`src/rtl/muldiv_if.sv`:
```
// Start/busy/done handshake and operand/result bus of the
// iterative multiply/divide unit.
interface muldiv_if #(
    parameter int WIDTH = 32
);
    logic             start;
    logic [1:0]       op;
    logic [WIDTH-1:0] a;
    logic [WIDTH-1:0] b;
    logic             busy;
    logic             done;
    logic [WIDTH-1:0] hi;
    logic [WIDTH-1:0] lo;
    logic             div_zero;

    modport master (
        output start, op, a, b,
        input  busy, done, hi, lo, div_zero
    );

    modport slave (
        input  start, op, a, b,
        output busy, done, hi, lo, div_zero
    );
endinterface

```
`src/rtl/muldiv_unit.sv`:
```
// Iterative MUL/DIV unit: shift-add multiply, restoring divide,
// one bit per clock, sign fix-up in a single ADJUST cycle.
module muldiv_unit #(
    parameter int WIDTH = 32,
    parameter int CNT_W = 6
) (
    input  logic      clk,
    input  logic      rst,
    muldiv_if.slave   bus
);
    typedef enum logic [1:0] {
        S_IDLE,
        S_CALC,
        S_ADJUST,
        S_DONE
    } state_t;

    localparam logic [CNT_W-1:0] LAST = CNT_W'(WIDTH - 1);

    state_t             r_state;
    state_t             w_next;
    logic [CNT_W-1:0]   r_cnt;
    logic [WIDTH-1:0]   r_opa;
    logic [WIDTH-1:0]   r_opb;
    logic [WIDTH-1:0]   r_acc_hi;
    logic [WIDTH-1:0]   r_acc_lo;
    logic [WIDTH-1:0]   r_hi;
    logic [WIDTH-1:0]   r_lo;
    logic               r_is_div;
    logic               r_sa;
    logic               r_sb;
    logic               r_dz;

    logic               w_accept;
    logic               w_last;
    logic               w_a_neg;
    logic               w_b_neg;
    logic [WIDTH-1:0]   w_abs_a;
    logic [WIDTH-1:0]   w_abs_b;
    logic [WIDTH-1:0]   w_add;
    logic [WIDTH:0]     w_sum;
    logic [WIDTH:0]     w_shift;
    logic [WIDTH:0]     w_diff;
    logic               w_ge;
    logic [2*WIDTH-1:0] w_prod;
    logic [2*WIDTH-1:0] w_prod_fix;
    logic [WIDTH-1:0]   w_quo;
    logic [WIDTH-1:0]   w_rem;
    logic [WIDTH-1:0]   w_a_raw;
    logic               w_bzero;

    assign w_accept = bus.start &&
                      (r_state == S_IDLE || r_state == S_DONE);
    assign w_last   = (r_cnt == LAST);

    // Signed ops work on magnitudes; signs are kept for ADJUST.
    assign w_a_neg  = bus.op[0] & bus.a[WIDTH-1];
    assign w_b_neg  = bus.op[0] & bus.b[WIDTH-1];
    assign w_abs_a  = w_a_neg ? -bus.a : bus.a;
    assign w_abs_b  = w_b_neg ? -bus.b : bus.b;

    // Multiply step: add multiplicand on LSB, shift pair right.
    assign w_add    = r_acc_lo[0] ? r_opa : '0;
    assign w_sum    = {1'b0, r_acc_hi} + {1'b0, w_add};

    // Divide step: shift in next dividend bit, trial subtract.
    assign w_shift  = {r_acc_hi, r_acc_lo[WIDTH-1]};
    assign w_diff   = w_shift - {1'b0, r_opb};
    assign w_ge     = (w_shift >= {1'b0, r_opb});

    assign w_prod     = {r_acc_hi, r_acc_lo};
    assign w_prod_fix = (r_sa ^ r_sb) ? -w_prod : w_prod;
    assign w_quo      = (r_sa ^ r_sb) ? -r_acc_lo : r_acc_lo;
    assign w_rem      = r_sa ? -r_acc_hi : r_acc_hi;
    assign w_a_raw    = r_sa ? -r_opa : r_opa;
    assign w_bzero    = (r_opb == '0);

    // State register.
    always_ff @(posedge clk) begin
        if (rst) begin
            r_state <= S_IDLE;
        end else begin
            r_state <= w_next;
        end
    end

    // Next-state logic; DONE can chain straight into CALC.
    always_comb begin
        w_next = r_state;
        unique case (r_state)
            S_IDLE:   if (w_accept) w_next = S_CALC;
            S_CALC:   if (w_last) w_next = S_ADJUST;
            S_ADJUST: w_next = S_DONE;
            S_DONE:   w_next = w_accept ? S_CALC : S_IDLE;
            default:  w_next = S_IDLE;
        endcase
    end

    // Operand capture, iteration datapath and result registers.
    always_ff @(posedge clk) begin
        if (rst) begin
            r_cnt    <= '0;
            r_opa    <= '0;
            r_opb    <= '0;
            r_acc_hi <= '0;
            r_acc_lo <= '0;
            r_hi     <= '0;
            r_lo     <= '0;
            r_is_div <= 1'b0;
            r_sa     <= 1'b0;
            r_sb     <= 1'b0;
            r_dz     <= 1'b0;
        end else if (w_accept) begin
            r_cnt    <= '0;
            r_opa    <= w_abs_a;
            r_opb    <= w_abs_b;
            r_acc_hi <= '0;
            r_acc_lo <= bus.op[1] ? w_abs_a : w_abs_b;
            r_is_div <= bus.op[1];
            r_sa     <= w_a_neg;
            r_sb     <= w_b_neg;
        end else if (r_state == S_CALC) begin
            r_cnt <= r_cnt + CNT_W'(1);
            if (r_is_div) begin
                r_acc_hi <= w_ge ? w_diff[WIDTH-1:0]
                                 : w_shift[WIDTH-1:0];
                r_acc_lo <= {r_acc_lo[WIDTH-2:0], w_ge};
            end else begin
                r_acc_hi <= w_sum[WIDTH:1];
                r_acc_lo <= {w_sum[0], r_acc_lo[WIDTH-1:1]};
            end
        end else if (r_state == S_ADJUST) begin
            if (!r_is_div) begin
                r_hi <= w_prod_fix[2*WIDTH-1:WIDTH];
                r_lo <= w_prod_fix[WIDTH-1:0];
                r_dz <= 1'b0;
            end else if (w_bzero) begin
                r_hi <= w_a_raw;
                r_lo <= '1;
                r_dz <= 1'b1;
            end else begin
                r_hi <= w_rem;
                r_lo <= w_quo;
                r_dz <= 1'b0;
            end
        end
    end

    assign bus.busy     = (r_state == S_CALC) ||
                          (r_state == S_ADJUST);
    assign bus.done     = (r_state == S_DONE);
    assign bus.hi       = r_hi;
    assign bus.lo       = r_lo;
    assign bus.div_zero = r_dz;
endmodule

```
`src/flat_wrapper.sv`:
```
// flat-port wrapper written by rule: the top's interface ports become plain ports
module muldiv_unit_flat 
#(
    parameter int WIDTH = 32,
    parameter int CNT_W = 6
)
  (clk, rst, bus_start, bus_op, bus_a, bus_b, bus_busy, bus_done, bus_hi, bus_lo, bus_div_zero);
  muldiv_if #(.WIDTH(WIDTH)) bus_i ();
  input  logic clk;
  input  logic rst;
  input wire logic [$bits(bus_i.start)-1:0] bus_start;
  input wire logic [$bits(bus_i.op)-1:0] bus_op;
  input wire logic [$bits(bus_i.a)-1:0] bus_a;
  input wire logic [$bits(bus_i.b)-1:0] bus_b;
  output wire logic [$bits(bus_i.busy)-1:0] bus_busy;
  output wire logic [$bits(bus_i.done)-1:0] bus_done;
  output wire logic [$bits(bus_i.hi)-1:0] bus_hi;
  output wire logic [$bits(bus_i.lo)-1:0] bus_lo;
  output wire logic [$bits(bus_i.div_zero)-1:0] bus_div_zero;
  assign bus_i.start = bus_start;
  assign bus_i.op = bus_op;
  assign bus_i.a = bus_a;
  assign bus_i.b = bus_b;
  assign bus_busy = bus_i.busy;
  assign bus_done = bus_i.done;
  assign bus_hi = bus_i.hi;
  assign bus_lo = bus_i.lo;
  assign bus_div_zero = bus_i.div_zero;
  muldiv_unit #(.WIDTH(WIDTH), .CNT_W(CNT_W)) u_core (.clk(clk), .rst(rst), .bus(bus_i));
endmodule
```
`config.mk`:
```
export PLATFORM = sky130hd
export DESIGN_NAME = muldiv_unit_flat
export DESIGN_NICKNAME = d
export VERILOG_FILES = /design/src/rtl/muldiv_if.sv /design/src/rtl/muldiv_unit.sv /design/src/flat_wrapper.sv
export SDC_FILE = /design/constraint.sdc
export NUM_CORES = 1
export LEC_CHECK = 0
export CAP_MARGIN = 0
export CORE_UTILIZATION = 35
export CTS_CLUSTER_DIAMETER = 100
export CTS_CLUSTER_SIZE = 16
export DETAILED_ROUTE_END_ITERATION = 12
export GPL_TIMING_DRIVEN = 0
export HOLD_SLACK_MARGIN = 0.15
export PLACE_DENSITY = 0.58
export SLEW_MARGIN = 30
export SYNTH_ARGS = -nofsm -noshare
export SYNTH_HDL_FRONTEND = slang
export SYNTH_SLANG_ARGS = --single-unit
```
`constraint.sdc`:
```
create_clock -name clk -period 3.18 [get_ports clk]
set_input_delay 0.636 -clock clk [delete_from_list [all_inputs] [get_ports clk]]
set_output_delay 0.636 -clock clk [all_outputs]
set_load 0.005 [all_outputs]
```
==> results.json <==
{
  "synth_warnings": 0,
  "rrSetupSlack_ps": 30,
  "clock-sinks": 204,
  "antenna_found_initial": 0,
  "cts_buffers": 18,
  "rows": 79,
  "fin_util": 0.434,
  "place_ws_ps": -1030,
  "path_cells": "or3_1 > or3_1 > buf_2 > nor4_4 > buf_6 > nand4_2 > o41ai_2 > xor2_1 > o221ai_1 > o211a_1",
  "worst_pin_slew_ps": 1000,
  "arrival_ps": 3640,
  "grt_first_pass_wirelength_um": 111000,
  "cts_tree": "done",
  "synthDominantCellAreaShare": 0.244,
  "wl_um": 76900,
  "ys.flop_type": "dfxtp_1",
  "layout-drive-gt1-share": 0.0960,
  "finalClockSkew_ps": 47.0,
  "syn-instance-count": 2268,
  "powerDensity_nw_per_um2": 1030,
  "slowest_stage": "or3_1",
  "layout_common_cells": "nor2_1, nand2_1, dfxtp_1, a21oi_1",
  "avgSynthCellArea_um2": 7.38,
  "fillerInstances": 4904,
  "hold_depth": 3,
  "finalWorstSetupSlack_ps": 34.8,
  "max_freq_ghz": 0.318,
  "start_util": 0.357,
  "hold_buffers": 0,
  "cap_violations": 0,
  "vias": 18300,
  "startpoint_type": "flip-flop",
  "synth_edf_count": 0,
  "layout_commonest_cell": "nor2_1",
  "hp-class": "primary input to flip-flop",
  "synth_nets": 2414,
  "critPathMostFrequentCell": "or3_1",
  "layout.nets": 2580,
  "slowest_delay_ps": 430,
  "path_clk_slew_ps": 80,
  "period_share": 0.989,
  "gp_congestion": 0.979,
  "relSlewSlack": 0.331,
  "dieHeight_um": 221,
  "synth-async-reset-ratio": 0,
  "grt_max_degree": 17,
  "ios": 136,
  "drc": 3,
  "synth-seq-area-share": 0.244,
  "die_w_um": 221,
  "grt_pass1_vias": 17100,
  "antenna_cells": 0,
  "r2r-start": "u_core.r_acc_lo[11]",
  "path_class": "flip-flop to flip-flop",
  "first_pass_iters": 9,
  "violations": "design-rule violations",
  "postRouteAntennaNets": 0,
  "r2r_end": "u_core.bus.hi[31]",
  "fin_area_um2": 20400,
  "hold_slack_ps": 464,
  "dieArea_um2": 48700,
  "drt_iter0_drc": 1729,
  "syn2layout_area_growth_pct": 21.7,
  "cellLeakagePower_uw": 0.00753,
  "synth_area_leader_cell": "dfxtp_1",
  "htreeDepth": 1,
  "synth_cell_type_count": 82,
  "holdPathEnd": "u_core.r_opa[0]",
  "setup_viol": 0,
  "overflow": 0,
  "core_area_um2": 46900,
  "peakVddDrop_uv": 390,
  "dpl.hpwl_um": 61300,
  "regArea_um2": 4120,
  "r2r_cells": 10,
  "cp-end-kind": "flip-flop",
  "outcome": "finished with violations",
  "path_max_fanout": 7,
  "placed_cells": 3008,
  "final-hold-violation-count": 0,
  "ys_top_cells_by_area": "dfxtp_1, xnor2_1, nor2_1",
  "synth_seq_cells": 204,
  "min_from": "bus_a[0]",
  "routedWlPerCell_um": 25.2,
  "dpl-instance-area_um2": 18800,
  "clk_path_buf_depth": 3,
  "grtUsageTotal": 0.307,
  "worst_ep_required_time_ps": 3670,
  "routed_via_density": 6.02,
  "clk_latency_ps": 560,
  "multi_input_area_um2": 12500,
  "instances_no_fill": 3045,
  "port_buffers": 133,
  "final-max-slew-violation-count": 0,
  "netlist_area_um2": 16700,
  "cts_root_buf": "clkbuf_16",
  "fin_crit_ps": 3150
}
[Yosys cell counts (33+ instances only)]
master,n
o211ai_1,44
and2_1,36
xor2_1,95
clkbuf_1,149
nor3_1,39
nor2_1,270
a21oi_1,175
ha_1,75
dfxtp_1,204
nand3_1,47
mux2i_1,53
nor4_1,38
nand2_1,190
inv_1,65
o21ai_0,131
xnor2_1,130
o21ai_1,33
o22ai_1,34
a211oi_1,89
[critical path, delay by kind of cell (launching register included)]
family                    cells  cell delay [ps]
AOI/OAI and AO/OA             3              930
DFF                           1              400
buffers and inverters         2              360
and+or+nand+nor               4             1280
xor gates and xnor gates      1              110
[flip-flops by register name, indices dropped and copies added, names as in the netlist, 2 cells and up]
name,cells
u_core.bus.hi,32
u_core.bus.lo,32
u_core.r_acc_hi,32
u_core.r_acc_lo,32
u_core.r_cnt,6
u_core.r_opa,32
u_core.r_opb,32
u_core.r_state,2
[stage by stage]
stage | total power, µW | setup TNS [ps]
6_report | 20900 | 0
5_1_grt | 22000 | -36.0
4_1_cts | 19900 | -1.91
3_5_place_dp | 17000 | -54360
3_3_place_gp | 16900 | -53280
2_1_floorplan | 12400 | 0
[power breakdown]
part | internal [µW] | switching [µW]
clock | 1060 | 1140
combinational | 5400 | 8580
sequential | 3400 | 1320
total | 9860 | 11000
[per-layer routing]
metal  vias to the layer above  global-route usage  wire (µm)
li1                       8530                   -          -
met4                         0               0.130       3650
met2                       805               0.494      34700
met1                      8812               0.404      32800
met3                       183              0.0525       5700
met5                         -                   0          0
[area by class of cell]
type                       count  share of cell area
tap                          607              0.0373
timing repair buffer         167              0.0791
clock buffer                  19              0.0223
buffer                       149              0.0302
sequential                   204               0.202
clock inverter                 5             0.00369
multi-input combinational   1829               0.613
inverter                      65              0.0122
[how the worst max path moves through the flow]
stage / from / endpoint / cells after the start / slack [ps]
after floorplan: u_core.r_acc_lo[0] / u_core.r_acc_hi[29] / 13 / 130
after global placement: u_core.r_acc_lo[0] / u_core.r_acc_hi[29] / 14 / -1020
after detailed placement: u_core.r_acc_lo[0] / u_core.r_acc_hi[29] / 14 / -1030
after CTS: u_core.r_acc_lo[0] / u_core.r_acc_hi[17] / 13 / -2
after global routing: u_core.r_acc_lo[0] / u_core.r_acc_hi[30] / 13 / -20
final: u_core.r_acc_lo[11] / u_core.bus.hi[31] / 10 / 30
[logic make-up after synthesis]
group	after synthesis	share of synthesized area
AO/OA/AOI/OAI	692	0.263
XOR/XNOR	225	0.118
adder cells (fa/ha/maj)	77	0.0585
buffers and inverters	235	0.0532
flip-flops	204	0.244
multiplexers	71	0.0445
AND/OR/NAND/NOR	764	0.219
[repair_timing]
action                                  CTS  global route
setup buffers                            13            21
resized for setup                       110           109
pin swaps                                10            32
endpoints found under the setup margin   78            70
No activity file was read; power rests on OpenSTA's default activity.
==> variant, RTL diff (same settings) <==
Re-encode `state_t` (4 states) as one-hot, 4 bits wide.
--- a/src/rtl/muldiv_unit.sv
+++ b/src/rtl/muldiv_unit.sv
@@ -9,9 +9,9 @@
     muldiv_if.slave   bus
 );
-    typedef enum logic [1:0] {
-        S_IDLE,
-        S_CALC,
-        S_ADJUST,
-        S_DONE
+    typedef enum logic [3:0] {
+        S_IDLE   = 4'b0001,
+        S_CALC   = 4'b0010,
+        S_ADJUST = 4'b0100,
+        S_DONE   = 4'b1000
     } state_t;
 
Check against the original RTL: no difference found for any inputs over 4 cycles, from zero or initial values and one cycle with rst high; so few cycles prove little.
==> variant against the unedited design <==
  * The flow finishes with violations (negative setup slack)
  * Cell area grew 5.1%
  * Count of clock-buffer cells in the layout is 2 lower
  * Clock skew decreased by 27 ps
  * Sequential cell count is 2 higher
  * Die area rose by 0.66%
  * Worst setup slack worse by 92 ps
  * Fmax decreased by 2.9%
  * Area after synthesis increased by 0.67%
  * Wire length is 5.6% higher
  * Critical endpoint is now u_core.r_acc_hi[12]
  * Largest cell class unchanged
Power is not compared: it rests on default switching activity, and its combinational part moved more than twofold at a synthesized area within 25%.
==> variant: results (changes against the unedited design) <==
metric	value	unit	change
die_w	221	um	+0.33%
grt_use_total	31.9	%	+1.2 points
violations	negative setup slack		
grt_pass1_wl	118	mm	+6.4%
status	complete, but fails checks		
synth_area_leaders	dfxtp_1 (24%), nor2_1 (6.1%), xnor2_1 (5.7%)		
dp_cells	3042		+1.1%
io_buffers	135		+1.5%
grt_pass1_vias	17900		+4.4%
worstReg2RegEnd	u_core.r_acc_hi[12]		
critPathTopFamily	compound AO/OA/AOI/OAI gates		
worstHoldPathCells	2		-1
min_path_type	reg -> reg		
max_stage_delay	570	ps	+140 ps
crit_arrival	3620	ps	-20 ps
min_from	u_core.bus.hi[2]		
worst_clock_skew	20.0	ps	-27.0 ps
yosys.cell_types.count	91		+11%
synth_common_cells	nor2_1 (272), nand2_1 (224), dfxtp_1 (206)		
drt-total-wl	81.2	mm	+5.6%
numCtsBuffers	17		-1
avgRoutedWirePerCell	25.9	um	+2.5%
synth_top_area_share	24.5	%	+0.076 points
hold_end	u_core.bus.hi[2]		
dpl_cell_area	19000	um^2	+0.84%
finalSetupViolations	16		+16
drtIter0Drc	1745		+0.93%
syn-num-nets	2433		+0.79%
crit_path_start	u_core.r_opb[18]		
place.gp.congestion	1.01		+3.2%
r2r_cells	13		+3
final_nets	2661		+3.1%
crit-reg2reg-launch	u_core.r_opb[18]		
synth.avg_cell_area	7.35	um^2	-0.39%
hpwl	63.0	mm	+2.8%
tightest_slew	1150	ps	+149 ps
setup_ws	-57.5	ps	-92.3 ps
drtPass1Iterations	7		-2
-- variant: cell types whose count changed after synthesis, sizes merged, moves of 14 or more --
cell    change
a21oi      +17
a31oi      -16
buf        +22
clkbuf     -21
mux2       -14
nand2      +34
xnor2      -20
-- variant: cell families after synthesis --
| logic type | share of synthesized area, % |
|---|---|
| simple gates | 22.0 |
| compound gates | 27.2 |
| buf+inv | 5.60 |
| xor+xnor | 11.3 |
| flops | 24.5 |
| fa+ha+maj | 5.44 |
| mux | 3.92 |
-- variant: repair_timing --
action	4_1_cts	5_1_grt
pin swaps	36	54
hold buffers	0	0
cloned	1	1
gates resized for setup	180	140
setup buffers	49	33
endpoints found under the setup margin	69	66
-- variant: through the flow --
stage	setup WS [ps]	hold WS (ps)	total power, mW	TNS (ps)	utilization, %
2_1_floorplan	58.2	435	4.25	0	-
3_3_place_gp	-1020	432	5.09	-71380	39.8
3_5_place_dp	-1020	439	5.11	-59330	39.8
4_1_cts	-9.84	453	7.49	-14.4	43.2
5_1_grt	-153	472	7.98	-1160	44.9
6_report	-57.5	447	7.72	-235	44.9
-- variant: routing by layer --
metal	share of wire, %	track usage, %
met5	0	0
met2	44	49.4
met4	5.6	16.0
met1	43	43.1
met3	8.1	4.85
-- variant: how the worst max path moves through the flow --
stage                                to  slack, ps  cells after the start
floorplan           u_core.r_acc_hi[31]         60                     14
global placement    u_core.r_acc_hi[28]      -1020                     13
finish              u_core.r_acc_hi[12]        -60                     13
CTS                 u_core.r_acc_hi[28]        -10                     14
global route        u_core.r_acc_hi[12]       -150                     13
detailed placement  u_core.r_acc_hi[28]      -1020                     13
-- variant: worst min-delay path: cells and delay by family, from the launching register on --
family,cells,cell delay (ps)
flip-flops,1,310
AND/OR/NAND/NOR,2,90
-- variant: power by group through the flow --
stage               clock network [mW]  registers, mW  logic (mW)
floorplan                            0           2.86        1.40
global placement                     0           2.95        2.14
detailed placement                   0           2.96        2.15
CTS                               2.22           2.89        2.37
global route                      2.31           2.92        2.75
finish                            2.21           2.92        2.59
-- variant: layout make-up --
| type | instances | area (um^2) |
|---|---|---|
| Antenna cell | 1 | 2.50 |
| Buffer | 161 | 737 |
| Clock buffer | 17 | 425 |
| Clock inverter | 5 | 82.6 |
| Fill cell | 4879 | 26300 |
| Inverter | 69 | 284 |
| Multi-Input combinational cell | 1846 | 12800 |
| Sequential cell | 206 | 4200 |
| Tap cell | 615 | 769 |
| Timing Repair Buffer | 219 | 2050 |
